[src/rtl/fetch_stage.sv]
// fetch_stage: instruction-fetch stage feeding the decode-signal generator.
// Owns the PC, addresses a synchronous instruction ROM (one-cycle read
// latency), registers the returned word and slices it into decode fields.
// A downstream stall freezes the stage. A redirect squashes the in-flight
// fetch and restarts at a new target.
module fetch_stage #(
  parameter int                  PC_WIDTH = 12,
  parameter logic [PC_WIDTH-1:0] RESET_PC = '0
) (
  input  logic                clock,
  input  logic                reset,        // asynchronous, active-low
  input  logic                stall,
  input  logic                redirect,
  input  logic [PC_WIDTH-1:0] redirect_pc,
  output logic [PC_WIDTH-1:0] address_imem,
  input  logic [31:0]         q_imem,
  output logic                valid,
  output logic [31:0]         insn,
  output logic [PC_WIDTH-1:0] pc_out,
  output logic [4:0]          opcode,
  output logic [4:0]          rd,
  output logic [4:0]          rs,
  output logic [4:0]          rt,
  output logic [4:0]          shamt,
  output logic [4:0]          ALUop,
  output logic [31:0]         imm
);

  localparam logic [PC_WIDTH-1:0] PC_ONE = {{(PC_WIDTH-1){1'b0}}, 1'b1};

  // fetch_pc: address to present to the ROM on the next advancing cycle.
  // resp_pc / resp_valid: which address the word now on q_imem belongs to,
  // and whether that word is a real fetch (not the post-reset bubble).
  logic [PC_WIDTH-1:0] fetch_pc_q, fetch_pc_d;
  logic [PC_WIDTH-1:0] resp_pc_q, resp_pc_d;
  logic                resp_valid_q, resp_valid_d;

  // Output stage registers.
  logic                valid_q, valid_d;
  logic [31:0]         insn_q, insn_d;
  logic [PC_WIDTH-1:0] pc_out_q, pc_out_d;

  // ROM address mux: redirect beats stall beats advance. During a stall the
  // ROM re-reads resp_pc so q_imem still holds the pending word on release.
  always_comb begin
    address_imem = fetch_pc_q;
    if (redirect) begin
      address_imem = redirect_pc;
    end else if (stall) begin
      address_imem = resp_pc_q;
    end
  end

  // Next-state logic for the fetch pointer, response tracker and output stage.
  always_comb begin
    fetch_pc_d   = fetch_pc_q;
    resp_pc_d    = resp_pc_q;
    resp_valid_d = resp_valid_q;
    valid_d      = valid_q;
    insn_d       = insn_q;
    pc_out_d     = pc_out_q;

    if (redirect) begin
      // The word arriving this cycle belongs to the old path: drop it, keep
      // the last insn/pc_out visible but marked invalid.
      valid_d      = 1'b0;
      resp_pc_d    = redirect_pc;
      resp_valid_d = 1'b1;
      fetch_pc_d   = redirect_pc + PC_ONE;
    end else if (!stall) begin
      insn_d       = q_imem;
      pc_out_d     = resp_pc_q;
      valid_d      = resp_valid_q;
      resp_pc_d    = fetch_pc_q;
      resp_valid_d = 1'b1;
      fetch_pc_d   = fetch_pc_q + PC_ONE;
    end
  end

  // State registers with asynchronous active-low clear.
  always_ff @(posedge clock or negedge reset) begin
    if (!reset) begin
      fetch_pc_q   <= RESET_PC;
      resp_pc_q    <= '0;
      resp_valid_q <= 1'b0;
      valid_q      <= 1'b0;
      insn_q       <= '0;
      pc_out_q     <= '0;
    end else begin
      fetch_pc_q   <= fetch_pc_d;
      resp_pc_q    <= resp_pc_d;
      resp_valid_q <= resp_valid_d;
      valid_q      <= valid_d;
      insn_q       <= insn_d;
      pc_out_q     <= pc_out_d;
    end
  end

  // Registered outputs and decode fields sliced straight from insn, so the
  // fields stay stable whenever insn does, regardless of valid.
  always_comb begin
    valid  = valid_q;
    insn   = insn_q;
    pc_out = pc_out_q;
    opcode = insn_q[31:27];
    rd     = insn_q[26:22];
    rs     = insn_q[21:17];
    rt     = insn_q[16:12];
    shamt  = insn_q[11:7];
    ALUop  = insn_q[6:2];
    imm    = {{15{insn_q[16]}}, insn_q[16:0]};
  end

endmodule

[config.mk]
export PLATFORM = sky130hd
export DESIGN_NAME = fetch_stage
export DESIGN_NICKNAME = d
export VERILOG_FILES = /design/src/rtl/fetch_stage.sv
export SDC_FILE = /design/constraint.sdc
export NUM_CORES = 1
export LEC_CHECK = 0
export ABC_AREA = 1
export BUFFER_PORTS_ARGS = -buffer_cell sky130_fd_sc_hd__buf_2
export CAP_MARGIN = 20
export CORE_MARGIN = 2
export CORE_UTILIZATION = 40
export DETAILED_ROUTE_END_ITERATION = 8
export PLACE_DENSITY = 0.71
export SYNTH_ARGS = -nofsm -noshare
export SYNTH_HDL_FRONTEND = slang
export SYNTH_SLANG_ARGS = --single-unit
[constraint.sdc]
create_clock -name clock -period 2.4 [get_ports clock]
set_input_delay 0.12 -clock clock [delete_from_list [all_inputs] [get_ports clock]]
set_output_delay 0.12 -clock clock [all_outputs]
set_load 0.01 [all_outputs]
**Yosys cells after proc, flatten, opt, wreduce, memory -nomap -nowiden**

Cells that the tools add are included.

- Register bits: 70
- Input port bits: 48
- Output and inout bits: 119
- Logic and storage cells: 20

- Add/subtract/negate cells: 2
- Equality and inequality tests: 1
- Mux-type cells: 8
- Bitwise operators: 2
- Reduce and logical (&&, ||, !) cells: 1

Operators by type and width:

| kind | count |
|---|---|
| $mux W12 | 4 |
| $add A12 B1 Y12 const B | 2 |
| $mux W1 | 4 |
| $ne A2 B1 Y1 const B | 1 |
| $not A1 Y1 | 2 |
| $reduce_and A2 Y1 | 1 |

**Longest topological paths before layout**

Gate-level depths: netlist of the first run.

- Word-level depth: 3
- Depth in mapped cells: 10
- Gate-level depth less buffers: 10

**Least setup slack after synthesis of the first run**

Ideal clock, no wire load.

- Path kind: register to register
- From: reg fetch_pc_q[0]
- To: reg fetch_pc_q[10]
- Library setup time: 117 ps
- Arrival: 1208 ps
- Slack: 1075 ps
- Cell stages (with the launch flop): 9
- Clock period less this slack: 1325 ps
- Cell sequence: dfrtp_1 inv_1 o21ai_1 ha_1 nand3_1 nor2_4 nand3_1 nand3_1 nand2_1

- Longest elaborated chain between the ends: 3

Ends and longest elaborated chain:

| what | RTL line | RTL |
|---|---|---|
| start: declaration | 34 | `logic [PC_WIDTH-1:0] fetch_pc_q, fetch_pc_d;` |
| start signal: assignment | 90 | `fetch_pc_q <= fetch_pc_d;` |
| $add A12 B1 Y12 | 76 | `fetch_pc_d = fetch_pc_q + PC_ONE;` |
| $mux W12 | 70 | `end else if (!stall) begin` |
| $mux W12 | 63 | `if (redirect) begin` |

No other way between the ends. The select of a mux whose other input is x is not followed.
A chain may end at the register's enable or synchronous reset.

**Worst setup path in the final report of the first run**

- From: in redirect
- To: out address_imem[6]

- Longest elaborated chain between the ends: 1

Ends and longest elaborated chain:

| what | RTL line | RTL |
|---|---|---|
| start: declaration | 13 | `input logic redirect,` |
| $mux W12 | -- |  |
| end: declaration | 15 | `output logic [PC_WIDTH-1:0] address_imem,` |

No other way between the ends.

==> reports/results.txt, run 1 <==
synth cell count leaders = nand2_1 (205), dfrtp_1 (70), buf_4 (63)
final setup vio count = 0
dominant cell by count in the synthesized netlist = nand2_1
EDFF count, synth = 0
port bufs = 166
largest net degree at the start of global routing = 71
Fillers = 817
Worst R2R Setup Slack = 0.93 ns
Slew headroom = 42.16%
Tmin final = 1.582 ns
Distinct cells, synth = 25
clock slew at the register clock pins of the worst setup and hold paths = 0.07 ns
post-synthesis register bit count = 70
cell count after synthesis = 430
synth top area cells = dfrtp_1 (50%), nand2_1 (22%), buf_4 (14%)
sequential share of the synthesized area = 50.18%
routed length per instance = 12.54 µm
GRT Overall Usage = 18.26%
number of global-route vias before repair = 2928
CTS Buffer Depth = 2
total power = 3142 µW
row cnt = 34
setup TNS = 0 ns
placed wire-length estimate = 5800 µm
post-synth top area share = 50.18%
diode count = 0
Arr. time, crit path = 1.46 ns
core box area = 8593 µm²
outcome = finished, final reports clean
DR vias = 3098
Peak supply drop = 0.4564 mV
total gr overflow = 0
fin cells = 680
initial antenna violation count = 0
CP Class = in2out
I/O pins = 167
R2R depth = 8
Initial Utilization = 40.62%
element type at the critical path end = primary output
Leak Pwr = 0.002555 µW
Syn Nets = 479
gpl congestion = 0.8950
CP top delay family = buffers and inverters
cell breakdown of the critical path = buf_2, nor2_2, buf_4, nand2_1, o211ai_1, buf_2
final core occ = 52.10%
final wirelength = 8526 µm
TritonCTS Buffers = 9
full die area = 9491 µm²
nets = 616
Via-to-Cell Ratio = 4.556
prevailing post-synth register cell = dfrtp_1
Critical Path Most Common Cell = buf_2
Worst-Margin Slew = 0.8677 ns
Chip Width = 97.42 µm
Max Cap Viol = 0
nature of the critical path startpoint = input port
CTS tree = yes
max frequency = 632.0 MHz
Max FO, Critical Path = 22
Die Y = 97.42 µm
DRT Pass-1 Iters = 4
synth warn = 0
worst hold stages = 3
layout cells sized above 1 = 34.44%
syn avg cell area = 8.118 µm²
DRC viols = 0
Final Cycle Share = 65.93%
ys async rst share = 100.0%
Final Hold Viols = 0
Slowest Stage Delay on Critical Path = 0.43 ns
DRT iter0 DRCs = 119
setup bufs post-CTS = 0
dpl cells = 631
Worst EP required = 2.28 ns
clock sinks = 70
CTS H-Tree Depth = 3
CP max-delay cell = nor2_2
number of stages on the worst setup path = 6
first-pass GRT wire length = 14120 µm
PD cells = 701.9 nW/µm²
antenna-violating nets left = 0
largest area contributor in the netlist = dfrtp_1
Fin Clk Skew = 0.005619 ns
Hold Path Class = in2reg
Worst Path Buf+Inv = 3
Root Driver = clkbuf_8
Slew Limit Fails = 0
unrepaired setup endpoints after global routing = no
Post-Syn Area = 3491 µm²
area delta synth->final = 28.24%
clock latency at the later pin of the worst-skew pair = 0.34 ns
-- worst paths after layout --
| check | startpoint | end |
|---|---|---|
| min in group asynchronous | reset | resp_pc_q[0]$_DFF_PN0_ |
| worst min register to register | resp_valid_q$_DFFE_PN0P_ | resp_valid_q$_DFFE_PN0P_ |
| max in group asynchronous | reset | insn[15]$_DFFE_PN0P_ |
| worst max-delay path | redirect | address_imem[6] |
| worst max register to register | fetch_pc_q[0]$_DFFE_PN0P_ | fetch_pc_q[6]$_DFFE_PN0P_ |
| worst min-delay path | redirect_pc[3] | resp_pc_q[3]$_DFF_PN0_ |
-- metrics by stage --
step | setup slack [ns] | hold WS, ns | cell area (µm²)
after global placement | 0.7626 | 0.2976 | 3956
after global routing | 0.6820 | 0.07657 | 4477
after CTS | 0.8170 | 0.05245 | 4477
after detailed placement | 0.7179 | 0.3069 | 3956
after floorplan | 1.075 | -0.1756 | 3491
final | 0.8177 | 0.07835 | 4477
-- cells in the final DEF (no fill, tap or decap), drive strengths merged --
cell         instances
nand3               12
nand4                1
clkinv               2
o211ai              11
nor2                14
xor2                 1
bufinv               1
clkbuf              10
dfrtp               70
o21a                 1
o21ai               12
inv                 19
o22ai                1
ha                   1
clkinvlp             3
a21oi                2
buf                170
xnor2                1
dlygate4sd3         33
nand2              207
-- state kept, by name, indices dropped and copies added (netlist names) --
name	cells
insn	32
fetch_pc_q	12
pc_out	12
resp_pc_q	12
resp_valid_q	1
valid	1
-- layer usage --
layer | share of wire (%) | vias up | GRT usage [%]
li1 | - | 1540 | -
met1 | 44 | 1425 | 22.73
met2 | 48 | 120 | 31.30
met3 | 6.3 | 13 | 3.957
met4 | 1.6 | 0 | 6.517
met5 | 0 | - | 0
-- logic make-up after synthesis --
logic type               after synthesis  synth area share (%)
AND/OR/NAND/NOR                      234                 26.52
buffers and inverters                 96                 17.45
flip-flops                            70                 50.18
AO/OA/AOI/OAI                         27                 4.982
XOR/XNOR                               2                0.5019
adder cells (fa/ha/maj)                1                0.3584
-- report_power, final --
group	switching [µW]	internal, µW	total, µW
clock	444	476	920
sequential	109	1330	1440
combinational	457	326	783
-- repair_timing --
item,CTS,global route
endpoints found under the hold margin,102,0
resized for setup,0,0
hold buffers,33,0
-- worst register-to-register path, delay by kind of cell (launching register included) --
kind	cells	cell delay [ns]
flops	1	0.37
xor+xnor	1	0.17
compound gates	1	0.19
fa+ha+maj	1	0.22
simple gates	4	0.41
buf+inv	1	0.06
-- cell type report --
type / count / area, µm² / area share (%)
Inverter: 19 / 71.32 / 1.593
Tap cell: 108 / 135.1 / 3.018
Multi-Input combinational cell: 264 / 1135 / 25.35
Sequential cell: 70 / 1752 / 39.13
Timing Repair Buffer: 203 / 1194 / 26.66
Clock inverter: 6 / 62.56 / 1.397
Clock buffer: 10 / 127.6 / 2.851
(Power assumes the default switching activity.)
==> run 2, diff against run 1 <==
- PLACE_DENSITY: 0.71 -> 0.73
- clock period: 2.4 -> 1.45 ns (I/O delays scaled with it)
==> run 2 against run 1 <==
Net effect:
- utilization grew 1.5 points
- clock power increased by 73%
- global-route usage rose by 0.30 points
- worst hold slack got worse by 0.048 ns
- sequential share of layout area shrank 1.1 points
- largest cell class unchanged
- count of clock-buffer cells in the layout increased by 1
- power grew 70%
- critical path type is now reg2reg
- highest routed layer unchanged
==> reports/results.txt, run 2 (same netlist as run 1, synthesis figures left out) <==
outcome = finished, final reports clean (unchanged)
CTS Buffer Depth = 2 (unchanged)
commonest cells after routing, fill and taps aside = nand2_1 (205), buf_2 (165), dfrtp_1 (70) (unchanged)
gpl congestion = 0.8400 (was 0.8950)
final setup margin = 0.04167 ns (was 0.8177 ns)
Die Y = 97.42 µm (unchanged)
Critical Path Most Common Cell = nand2_1 (was buf_2)
clock sinks = 70 (unchanged)
antenna-violating nets left = 0 (unchanged)
Root Driver = clkbuf_8 (unchanged)
Hold Slack = 0.02993 ns (was 0.07835 ns)
Hold Path Class = in2reg (unchanged)
Seq pwr share = 44.8% (was 45.8%)
largest net degree at the start of global routing = 30 (was 71)
unrepaired setup endpoints after global routing = yes (was no)
element type at the critical path end = flip-flop (was primary output)
row cnt = 34 (unchanged)
number of global-route vias before repair = 3002 (was 2928)
total gr overflow = 0 (unchanged)
sw frac = 32.12% (was 32.14%)
nature of the critical path startpoint = flip-flop (was input port)
Worst EP required = 1.74 ns (was 2.28 ns)
layout cells sized above 1 = 36.47% (was 34.44%)
core box area = 8593 µm² (unchanged)
Tmin final = 1.408 ns
max frequency = 710.1 MHz
combinational power share = 25.3% (was 24.9%)
placed wire-length estimate = 6084 µm (was 5800 µm)
pre-CTS setup slack = 0.01429 ns (was 0.7179 ns)
Worst-Margin Slew = 0.4368 ns (was 0.8677 ns)
cell breakdown of the critical path = inv_2, o21ai_2, ha_2, nand3_2, nor2_4, xor2_1, nand2_1, nand2_1 (was buf_2, nor2_2, buf_4, nand2_1, o211ai_1, buf_2)
area delta synth->final = 31.97% (was 28.24%)
setup TNS = 0 ns (unchanged)
cell area after layout = 4607 µm² (was 4477 µm²)
commonest non-fill, non-tap cell in the layout = nand2_1 (unchanged)
Fillers = 811 (was 817)
CP max-delay cell = dfrtp_1 (was nor2_2)
dpl cells = 640 (was 631)
Final Hold Viols = 0 (unchanged)
final wirelength = 8832 µm (was 8526 µm)
Peak supply drop = 0.4614 mV (was 0.4564 mV)
Initial Utilization = 40.62% (unchanged)
switching pwr = 1711 µW (was 1010 µW)
Slowest Stage Delay on Critical Path = 0.38 ns (was 0.43 ns)
Chip Width = 97.42 µm (unchanged)
initial antenna violation count = 0 (unchanged)
CP Class = reg2reg (was in2out)
footprint of the multi-input gates = 1150 µm² (was 1135 µm²)
diode count = 0 (unchanged)
TritonCTS Buffers = 9 (unchanged)
first-pass GRT wire length = 14310 µm (was 14120 µm)
DRT Pass-1 Iters = 4 (unchanged)
routed length per instance = 12.76 µm (was 12.54 µm)
I/O pins = 167 (unchanged)
Worst Path Buf+Inv = 1 (was 3)
Slew headroom = 70.88% (was 42.16%)
Slew Limit Fails = 0 (unchanged)
CTS tree = yes (unchanged)
CP top delay family = flip-flops (was buffers and inverters)
Leak Pwr = 0.002624 µW (was 0.002555 µW)
nets = 628 (was 616)
Internal = 3616 µW (was 2132 µW)
full die area = 9491 µm² (unchanged)
Fin Clk Skew = 0.005646 ns (was 0.005619 ns)
Max FO, Critical Path = 5 (was 22)
port bufs = 166 (unchanged)
Arr. time, crit path = 1.70 ns (was 1.46 ns)
clock latency at the later pin of the worst-skew pair = 0.34 ns (about the same)
Final Cycle Share = 97.13%
CTS H-Tree Depth = 3 (unchanged)
DR vias = 3200 (was 3098)
Max Cap Viol = 0 (unchanged)
Cell Area, Placed = 4036 µm² (was 3956 µm²)
DRT iter0 DRCs = 103 (was 119)
fin cells = 692 (was 680)
GRT Overall Usage = 18.56% (was 18.26%)
final setup vio count = 0 (unchanged)
PD cells = 1156 nW/µm² (was 701.9 nW/µm²)
Register Area = 1752 µm² (unchanged)
DRC viols = 0 (unchanged)
clock slew at the register clock pins of the worst setup and hold paths = 0.08 ns (was 0.07 ns)
Clock power frac = 29.9% (was 29.3%)
Via-to-Cell Ratio = 4.624 (was 4.556)
max reg flops = 32 (unchanged)
-- run 2: cell types whose count changed in the layout (fill, tap and decap cells not counted), sizes merged --
cell,change
clkinvlp,-1
buf,+11
dlygate4sd3,+1
clkbuf,+1
-- run 2: timing repair --
| action | 4_1_cts | 5_1_grt |
|---|---|---|
| setup buffers | 0 | 2 |
| hold buffers | 34 | 0 |
| gates resized for setup | 0 | 5 |
| hold endpoints to repair | 87 | 0 |
| setup endpoints to repair | 0 | 7 |
-- run 2: worst register-to-register path, cell delays in order (launching register included) --
cell and delay, ns:
dfrtp_1 0.38, inv_2 0.06, o21ai_2 0.14, ha_2 0.22, nand3_2 0.10, nor2_4 0.17, xor2_1 0.16, nand2_1 0.06
nand2_1 0.06
-- run 2: path summary, 6_finish.rpt --
kind                                            from                   endpoint  slack [ns]  cells after the start
max                        fetch_pc_q[0]$_DFFE_PN0P_  fetch_pc_q[6]$_DFFE_PN0P_        0.04                      8
min                                   redirect_pc[3]     resp_pc_q[3]$_DFF_PN0_        0.03                      3
max reg2reg                fetch_pc_q[0]$_DFFE_PN0P_  fetch_pc_q[6]$_DFFE_PN0P_        0.04                      8
min reg2reg                 resp_valid_q$_DFFE_PN0P_   resp_valid_q$_DFFE_PN0P_        0.45                      2
max in group asynchronous                      reset       insn[17]$_DFFE_PN0P_        0.71                      3
min in group asynchronous                      reset  fetch_pc_q[0]$_DFFE_PN0P_        0.16                      2
-- run 2: final cells by class --
cell class / count / share of cell area [%]
clock inverters: 5 / 1.276
repair buffers: 215 / 28.19
well taps: 108 / 2.933
inverters: 19 / 1.548
clock buffers: 11 / 3.069
flip-flops and latches: 70 / 38.02
multi-input cells: 264 / 24.96
-- run 2: routing by layer --
| metal | vias to the layer above | routed length, µm | global-route usage (%) |
|---|---|---|---|
| met5 | - | 0 | 0 |
| met4 | 0 | 174 | 7.906 |
| met3 | 17 | 586 | 3.813 |
| met2 | 134 | 4400 | 31.30 |
| met1 | 1485 | 3671 | 23.15 |
| li1 | 1564 | - | - |
-- run 2: power by group through the flow --
stage,clock (µW),combinational (µW),sequential [µW]
global placement,0,1250,2400
floorplan,0,841,2480
global route,1730,1490,2420
CTS,1650,1340,2380
detailed placement,0,1260,2410
finish,1590,1350,2380
-- run 2: per-stage QoR --
stage,util (%),power [µW]
after floorplan,-,3317
after global placement,46.97,3651
after detailed placement,46.97,3679
after CTS,53.26,5371
after global routing,53.61,5635
final,53.61,5327
